**src/rtl/axi_udp_pkg.sv**
```systemverilog
// Shared types for the Ethernet TX arbitration path: FSM states, register bundle, helpers.
// Latency: none (types and pure functions only).
// Backpressure: not applicable.
package axi_udp_pkg;

  // Upper bound on the number of sources one arbiter instance can serve.
  localparam int MAX_ETH_SRC = 8;
  localparam int SRC_IDX_W   = $clog2(MAX_ETH_SRC);

  typedef logic [SRC_IDX_W-1:0] src_idx_t;

  typedef enum logic [1:0] {
    S_IDLE   = 2'd0,
    S_REQ    = 2'd1,
    S_STREAM = 2'd2
  } arb_state_t;

  // Every piece of arbiter state lives in this one register bundle.
  typedef struct packed {
    arb_state_t  state;
    logic        req;
    src_idx_t    grant;
    src_idx_t    last_grant;
    logic [15:0] byte_cnt;
  } reg_t;

  // Frame byte counter sticks at all-ones instead of wrapping.
  function automatic logic [15:0] sat_inc16(input logic [15:0] v);
    return (v == 16'hFFFF) ? v : v + 16'd1;
  endfunction

endpackage

```
**src/rtl/axi_rr_arbiter.sv**
```systemverilog
// Round-robin picker: first requesting index strictly after last_idx, wrapping to 0.
// Latency: purely combinational.
// Backpressure: none; the caller decides when to act on the winner.
module axi_rr_arbiter
  import axi_udp_pkg::*;
#(
  parameter int N_SRC = 2
) (
  input  logic [N_SRC-1:0] req,
  input  src_idx_t         last_idx,
  output src_idx_t         winner,
  output logic             valid
);

  logic     hi_vld;
  src_idx_t hi_idx;
  src_idx_t lo_idx;

  // Split the search into "above last_idx" and "wrap-around" halves; descending
  // scans leave the lowest matching index in each half.
  always_comb begin
    hi_vld = 1'b0;
    hi_idx = '0;
    lo_idx = '0;
    for (int i = N_SRC - 1; i >= 0; i--) begin
      if (req[i] && (src_idx_t'(i) > last_idx)) begin
        hi_vld = 1'b1;
        hi_idx = src_idx_t'(i);
      end
      if (req[i] && (src_idx_t'(i) <= last_idx)) begin
        lo_idx = src_idx_t'(i);
      end
    end
    valid  = |req;
    winner = hi_vld ? hi_idx : lo_idx;
  end

endmodule

```
**src/rtl/axi_eth_tx_arbiter.sv**
```systemverilog
// Shares one Ethernet TX framer port among N_SRC sources, round-robin, one whole frame per grant.
// Latency: eth_req one cycle after src_req; eth_ack->src_ack and data/ready paths are combinational.
// Backpressure: eth_axis_tready routed straight to the granted source; all other sources see tready=0.
module axi_eth_tx_arbiter
  import axi_udp_pkg::*;
#(
  parameter int N_SRC = 2,
  parameter bit DEBUG = 1'b0
) (
  input  logic                clk,
  input  logic                rst,
  input  logic [N_SRC-1:0]    src_req,
  output logic [N_SRC-1:0]    src_ack,
  input  logic [N_SRC*48-1:0] src_dst_mac,
  input  logic [N_SRC*48-1:0] src_src_mac,
  input  logic [N_SRC*16-1:0] src_ethertype,
  input  logic [N_SRC*8-1:0]  src_axis_tdata,
  input  logic [N_SRC-1:0]    src_axis_tlast,
  input  logic [N_SRC-1:0]    src_axis_tvalid,
  output logic [N_SRC-1:0]    src_axis_tready,
  output logic                eth_req,
  input  logic                eth_ack,
  output logic [47:0]         eth_dst_mac,
  output logic [47:0]         eth_src_mac,
  output logic [15:0]         eth_ethertype,
  output logic [7:0]          eth_axis_tdata,
  output logic                eth_axis_tlast,
  output logic                eth_axis_tvalid,
  input  logic                eth_axis_tready,
  output logic                busy,
  output logic [2:0]          grant_idx
);

  // last_grant starts at the top index so source 0 wins the first arbitration.
  localparam reg_t RES_reg = '{
    state:      S_IDLE,
    req:        1'b0,
    grant:      '0,
    last_grant: src_idx_t'(N_SRC - 1),
    byte_cnt:   16'd0
  };

  reg_t r_q;
  reg_t r_d;

  logic     arb_vld;
  src_idx_t arb_idx;

  logic       mux_tvalid;
  logic       mux_tlast;
  logic [7:0] mux_tdata;
  logic       in_stream;
  logic       in_req;
  logic       beat;

  axi_rr_arbiter #(
    .N_SRC(N_SRC)
  ) u_rr (
    .req     (src_req),
    .last_idx(r_q.last_grant),
    .winner  (arb_idx),
    .valid   (arb_vld)
  );

  assign in_stream = (r_q.state == S_STREAM);
  assign in_req    = (r_q.state == S_REQ);
  assign beat      = in_stream && mux_tvalid && eth_axis_tready;

  // State register; reset aborts any frame in flight without closing it.
  always_ff @(posedge clk) begin
    if (rst) begin
      r_q <= RES_reg;
    end else begin
      r_q <= r_d;
    end
  end

  // Header and payload selected by the current grant (headers held stable for the whole frame).
  always_comb begin
    eth_dst_mac   = '0;
    eth_src_mac   = '0;
    eth_ethertype = '0;
    mux_tdata     = '0;
    mux_tlast     = 1'b0;
    mux_tvalid    = 1'b0;
    for (int i = 0; i < N_SRC; i++) begin
      if (r_q.grant == src_idx_t'(i)) begin
        eth_dst_mac   = src_dst_mac[i*48 +: 48];
        eth_src_mac   = src_src_mac[i*48 +: 48];
        eth_ethertype = src_ethertype[i*16 +: 16];
        mux_tdata     = src_axis_tdata[i*8 +: 8];
        mux_tlast     = src_axis_tlast[i];
        mux_tvalid    = src_axis_tvalid[i];
      end
    end
  end

  // Next-state logic: grant in IDLE, handshake in REQ, count beats until tlast in STREAM.
  always_comb begin
    r_d = r_q;
    unique case (r_q.state)
      S_IDLE: begin
        if (arb_vld) begin
          r_d.grant = arb_idx;
          r_d.req   = 1'b1;
          r_d.state = S_REQ;
        end
      end
      S_REQ: begin
        if (eth_ack) begin
          r_d.req      = 1'b0;
          r_d.byte_cnt = 16'd0;
          r_d.state    = S_STREAM;
        end
      end
      S_STREAM: begin
        if (beat) begin
          r_d.byte_cnt = sat_inc16(r_q.byte_cnt);
          if (mux_tlast) begin
            r_d.last_grant = r_q.grant;
            r_d.state      = S_IDLE;
          end
        end
      end
      default: begin
        r_d = RES_reg;
      end
    endcase
  end

  // Per-source handshake fan-out: only the granted source sees ack or ready.
  always_comb begin
    src_ack         = '0;
    src_axis_tready = '0;
    for (int i = 0; i < N_SRC; i++) begin
      if (r_q.grant == src_idx_t'(i)) begin
        src_ack[i]         = in_req && eth_ack;
        src_axis_tready[i] = in_stream && eth_axis_tready;
      end
    end
  end

  assign eth_axis_tdata  = mux_tdata;
  assign eth_axis_tlast  = in_stream && mux_tlast;
  assign eth_axis_tvalid = in_stream && mux_tvalid;
  assign eth_req         = r_q.req;
  assign busy            = (r_q.state != S_IDLE);
  assign grant_idx       = 3'(r_q.grant);

  if (DEBUG) begin : g_debug
    // Frame-end sanity: every completed frame came from a real source and carried data.
    always_ff @(posedge clk) begin
      if (!rst && beat && mux_tlast) begin
        assert (int'(r_q.grant) < N_SRC && r_d.byte_cnt != 16'd0);
      end
    end
  end

endmodule

```
**config.mk**
```make
export PLATFORM = sky130hd
export DESIGN_NAME = axi_eth_tx_arbiter
export DESIGN_NICKNAME = d
export VERILOG_FILES = /design/src/rtl/axi_udp_pkg.sv /design/src/rtl/axi_rr_arbiter.sv /design/src/rtl/axi_eth_tx_arbiter.sv
export SDC_FILE = /design/constraint.sdc
export NUM_CORES = 1
export LEC_CHECK = 0
export ABC_AREA = 1
export CORE_AREA = 2 2 149 151
export CTS_BUF_LIST = sky130_fd_sc_hd__clkbuf_16
export DETAILED_ROUTE_END_ITERATION = 8
export DIE_AREA = 0 0 151 153
export GPL_TIMING_DRIVEN = 0
export MAX_ROUTING_LAYER = met4
export PLACE_DENSITY = 0.5
export SETUP_SLACK_MARGIN = 0.3
export SYNTH_ARGS = -nofsm -noshare
export SYNTH_HDL_FRONTEND = slang
export SYNTH_SLANG_ARGS = --single-unit
```
**constraint.sdc**
```tcl
create_clock -name clk -period 3.8 [get_ports clk]
set_clock_uncertainty 0.2 [all_clocks]
set_input_delay 1.14 -clock clk [delete_from_list [all_inputs] [get_ports clk]]
set_output_delay 1.14 -clock clk [all_outputs]
set_load 0.02 [all_outputs]
```
==> After elaboration in Yosys (flattened, before gate mapping) <==
Index checks and enable logic that the tools add are counted.
{ "classes": {"addsub": 1, "order_cmp": 4, "n_eq_ne": 9, "mux": 36, "n_bitwise": 4, "reduce_logical": 20} }
{ "op_table": {"columns": ["cell", "n"], "rows": [
  ["$mux 48", 4],
  ["$mux 16", 4],
  ["$pmux 16 s3", 1],
  ["$mux 19", 1],
  ["$add 16x1->16 const B", 1],
  ["$eq 16x16->1 const B", 1],
  ["$mux 8", 2],
  ["$mux 1", 15],
  ["$pmux 3 s2", 2],
  ["$logic_and 1x1->1", 9],
  ["$ne 2x2->1 const B", 4],
  ["$reduce_and 4->1", 2],
  ["$gt 1x3->1 const A", 2],
  ["$le 1x3->1 const A", 2],
  ["$mux 3", 2],
  ["$mux 6", 1],
  ["$pmux 2 s3", 1],
  ["$reduce_and 3->1", 2],
  ["$reduce_or 2->1", 3],
  ["$mux 2", 2],
  ["$not 1->1", 4],
  ["$eq 3x1->1 const B", 1],
  ["$logic_not 3->1", 1],
  ["$pmux 1 s3", 1],
  ["other kinds (6)", 6]
]} }
{ "word_totals": {"regBits": 25, "inputBits": 250, "output_inout_bits": 131, "wordCells": 79} }

==> Longest topological paths before layout <==
{ "depth": {"ltp_word": 7, "mapped_depth": 8, "ltp_nobuf": 8} }

==> Cells and area by module <==
From an unflattened synthesis, not the netlist that was laid out.
{ "unflattened": {"hier_cells": 498, "area_unflattened_um2": 2481.1} }
{ "modules_own_cells": {"columns": ["mod", "instances", "cells_per_inst", "area_each_um2", "seq_area_each_um2"], "rows": [
  ["axi_eth_tx_arbiter", 1, 489, 2432.3, 180.2],
  ["axi_rr_arbiter", 1, 9, 48.8, 0.0]
]} }

==> Worst setup path after synthesis <==
OpenSTA, ideal clock, no wires.
{ "synth_path": {"kind": "input to output", "startpoint": "in eth_ack", "endpoint": "out src_ack[0]", "t_arrival_ns": 1.683, "required_time_ns": 2.460, "slack_ns": 0.777, "path_stages": 2, "path_cell_list": "inv_1 -> nor3_1"} }
{ "synth_via": {"elab_chain_cells": 2} }
{ "synth_lines": {"columns": ["item", "line", "source"], "rows": [
  ["start: declaration", "axi_eth_tx_arbiter.sv:22", "input logic eth_ack,"],
  ["$logic_and 1x1->1", "axi_eth_tx_arbiter.sv:137", "src_ack[i] = in_req && eth_ack;"],
  ["$mux 1", "axi_eth_tx_arbiter.sv:136", "if (r_q.grant == src_idx_t'(i)) begin"],
  ["end: declaration", "axi_eth_tx_arbiter.sv:13", "output logic [N_SRC-1:0] src_ack,"]
]} }
No other way between the ends.

==> Final worst setup path <==
{ "layout_path": {"startpoint": "in src_dst_mac[11]", "endpoint": "out eth_dst_mac[11]"} }
{ "layout_via": {"elab_chain_cells": 2} }
{ "layout_lines": {"columns": ["item", "line", "source"], "rows": [
  ["start: declaration", "axi_eth_tx_arbiter.sv:14", "input logic [N_SRC*48-1:0] src_dst_mac,"],
  ["$mux 48 (2 in a row)", "axi_eth_tx_arbiter.sv:87", "if (r_q.grant == src_idx_t'(i)) begin"],
  ["end: declaration", "axi_eth_tx_arbiter.sv:23", "output logic [47:0] eth_dst_mac,"]
]} }
No other way between the ends.

==> results.md <==
* Outcome: complete, no violations
* Synth area leader: nand2_1
* Fin. max-slew vios at 0
* Crit path max fanout at 1
* Layout area overhead at 209%
* Initial antenna violation count at 1
* Avg Inst Size Synth at 4.30 um^2
* R2R Path End: r_q[24]
* Clk_lat worst skew at 230 ps
* Synth top area cells: nand2_1, dfxtp_1, buf_4
* Crit-path max cell delay at 500 ps
* Yosys cell types at 23
* Crit-path cells: clkdlybuf4s50_1 -> nand2_1 -> nand2_1 -> clkdlybuf4s15_1
* Avg Vias per Cell at 3.60
* Area of the mapped netlist at 1940 um^2
* Seq/Total Area, Yosys at 0.0515
* Hold Crit Endpoint: r_q[16]
* H-tree depth at 1
* Hold path depth at 2
* Max_cap viols at 0
* Final Instance Area at 5990 um^2
* GRT overflow at 0
* CTS Buf Count at 3
* Worst hold path startpoint: r_q[16]
* Placed cells at 1111
* VDD IR max at 0.185 mV
* RSZ-0062 raised after global routing: no
* DR iter-0 viols at 93
* Final hold vios at 0
* # port buffers at 378
* Clk slew on worst S/H paths at 30 ps
* Worst-case clock buffer depth at 2
* Root buffer selected by CTS: clkbuf_16
* First-pass GRT wire length at 21400 um
* Hold WC Path Type: reg -> reg
* CP arrival at 2130 ps
* Pwr/cell area at 361 nW/um^2
* Yosys top cell area share at 0.715
* Hold slack at 257 ps
* Routed vias at 4017
* CTS tree: done
* Total wire length at 14900 um
* Final Cycle Share at 0.912
* Reg2Reg Depth at 8
* Synth Instances at 452
* # DRC at 0
* R2R Path Start: r_q[23]
* Clk sinks at 5
* Die width at 151 um
* Vias in the first global route at 4082
* Placed inst area at 6080 um^2
* Die Y at 153 um
* FF+latch count, synth at 5
* Die area at 23100 um^2
* Fraction of layout cells with a size suffix above 1 at 0.0503
* Crit path kind: in -> out
* Leakage power at 3.05 nW
* Boundary Pins at 381
* Yosys warns at 0
* WL/cell at 13.4 um
* Period minus WS final at 3470 ps
* Setup-failing EPs final at 0
* Drt first pass iters at 4
* Non-Filler Instances at 1116
* Total track usage at 0.122
* Final net count at 1090
* Global placement routability congestion at 0.778
* Flop2flop setup slack at 2120 ps
* Fmax at 289 MHz
* WP data required at 2460 ps
* Pin count of the biggest net entering global routing at 11
* Post-route ant nets at 0
* Placeable Area at 21500 um^2
* CP max stage cell: clkdlybuf4s50_1
* Cell Rows at 54
* CP Launch Type: primary input
* Most used cell, CP: nand2_1
* Setup crit end kind: primary output
* Initial core utilization at 0.0904
* HPWL after detailed placement at 12900 um
final cells by class:
class | instances | area (um^2)
fillers | 2499 | 15500
repair buffers | 378 | 3610
multi-input cells | 404 | 1620
well taps | 280 | 350
plain buffers | 30 | 175
flip-flops and latches | 5 | 100
clock buffers | 3 | 75.1
inverters | 14 | 52.6
clock inverters | 1 | 3.75
diodes | 1 | 2.50
stage by stage:
stage               setup TNS [ps]  utilization  power (mW)  setup WS, ps
floorplan                        0            -        1.12           777
global placement              -411        0.283        2.25          -132
detailed placement            -494        0.283        2.24          -165
CTS                              0        0.279        2.20           302
global route                     0        0.279        2.35           301
finish                           0        0.279        2.16           334
worst max-delay path by stage:
stage                     from                 end  slack, ps  cells past startpoint
2_1_floorplan          eth_ack          src_ack[0]        780                      2
3_3_place_gp   eth_axis_tready  src_axis_tready[1]       -130                      4
3_5_place_dp   eth_axis_tready  src_axis_tready[1]       -160                      4
4_1_cts        src_src_mac[53]      eth_src_mac[5]        300                      4
5_1_grt        src_src_mac[55]      eth_src_mac[7]        300                      4
6_report       src_dst_mac[11]     eth_dst_mac[11]        330                      4
synth_stat cells (all sizes together):
master  number
clkbuf       7
o21bai       1
nand3        6
nand3b       1
a21oi        6
nor2         8
dfxtp        5
conb         1
inv         14
nand2      371
ha           4
o21ai        1
buf         23
nor3         4
sequential cells by signal, summed over array words and instances (netlist names):
signal     cells
grant_idx      1
eth_req        1
r_q            3
metal layers:
layer	wire, um	GRT usage	vias up
li1	-	-	2101
met1	5690	0.125	1656
met2	7390	0.232	245
met3	1590	0.0293	15
met4	244	0.0236	0
met5	0	-	-
timing repair:
item | CTS | global route
buffers inserted | 0 | 0
endpoints found under the setup margin | 126 | 12
gates resized for setup | 141 | 14
pin swaps | 0 | 0
hold buffers | 0 | 0
worst max-delay path, delay by kind of cell:
family                 cells  cell delay (ps)
AND/OR/NAND/NOR            2              170
buffers and inverters      2              820
cells in the final DEF, fill, tap and decap left out, drive strengths merged:
master	synthesis	final
o21bai	1	1
dfxtp	5	5
clkdlybuf4s50	0	251
a21oi	6	6
nand3b	1	1
ha	4	4
nand2	371	371
o21ai	1	1
nand3	6	6
diode	0	1
clkbuf	7	12
buf	23	27
dlygate4sd2	0	112
nor3	4	4
conb	1	2
nor2	8	8
inv	14	15
clkdlybuf4s15	0	9
cells by family after synthesis:
| family | Yosys count | share of synthesized area |
|---|---|---|
| compound gates | 8 | 0.0296 |
| fa+ha+maj | 4 | 0.0258 |
| buf+inv | 44 | 0.117 |
| flops | 5 | 0.0515 |
| other cells | 1 | 0.00193 |
| simple gates | 390 | 0.774 |
power breakdown:
part | internal, mW | total [mW] | switching, mW
Combinational | 0.781 | 1.89 | 1.11
Sequential | 0.0770 | 0.0933 | 0.0163
Clock | 0.137 | 0.175 | 0.0386
Note: power is estimated with default switching activity, not from simulation.
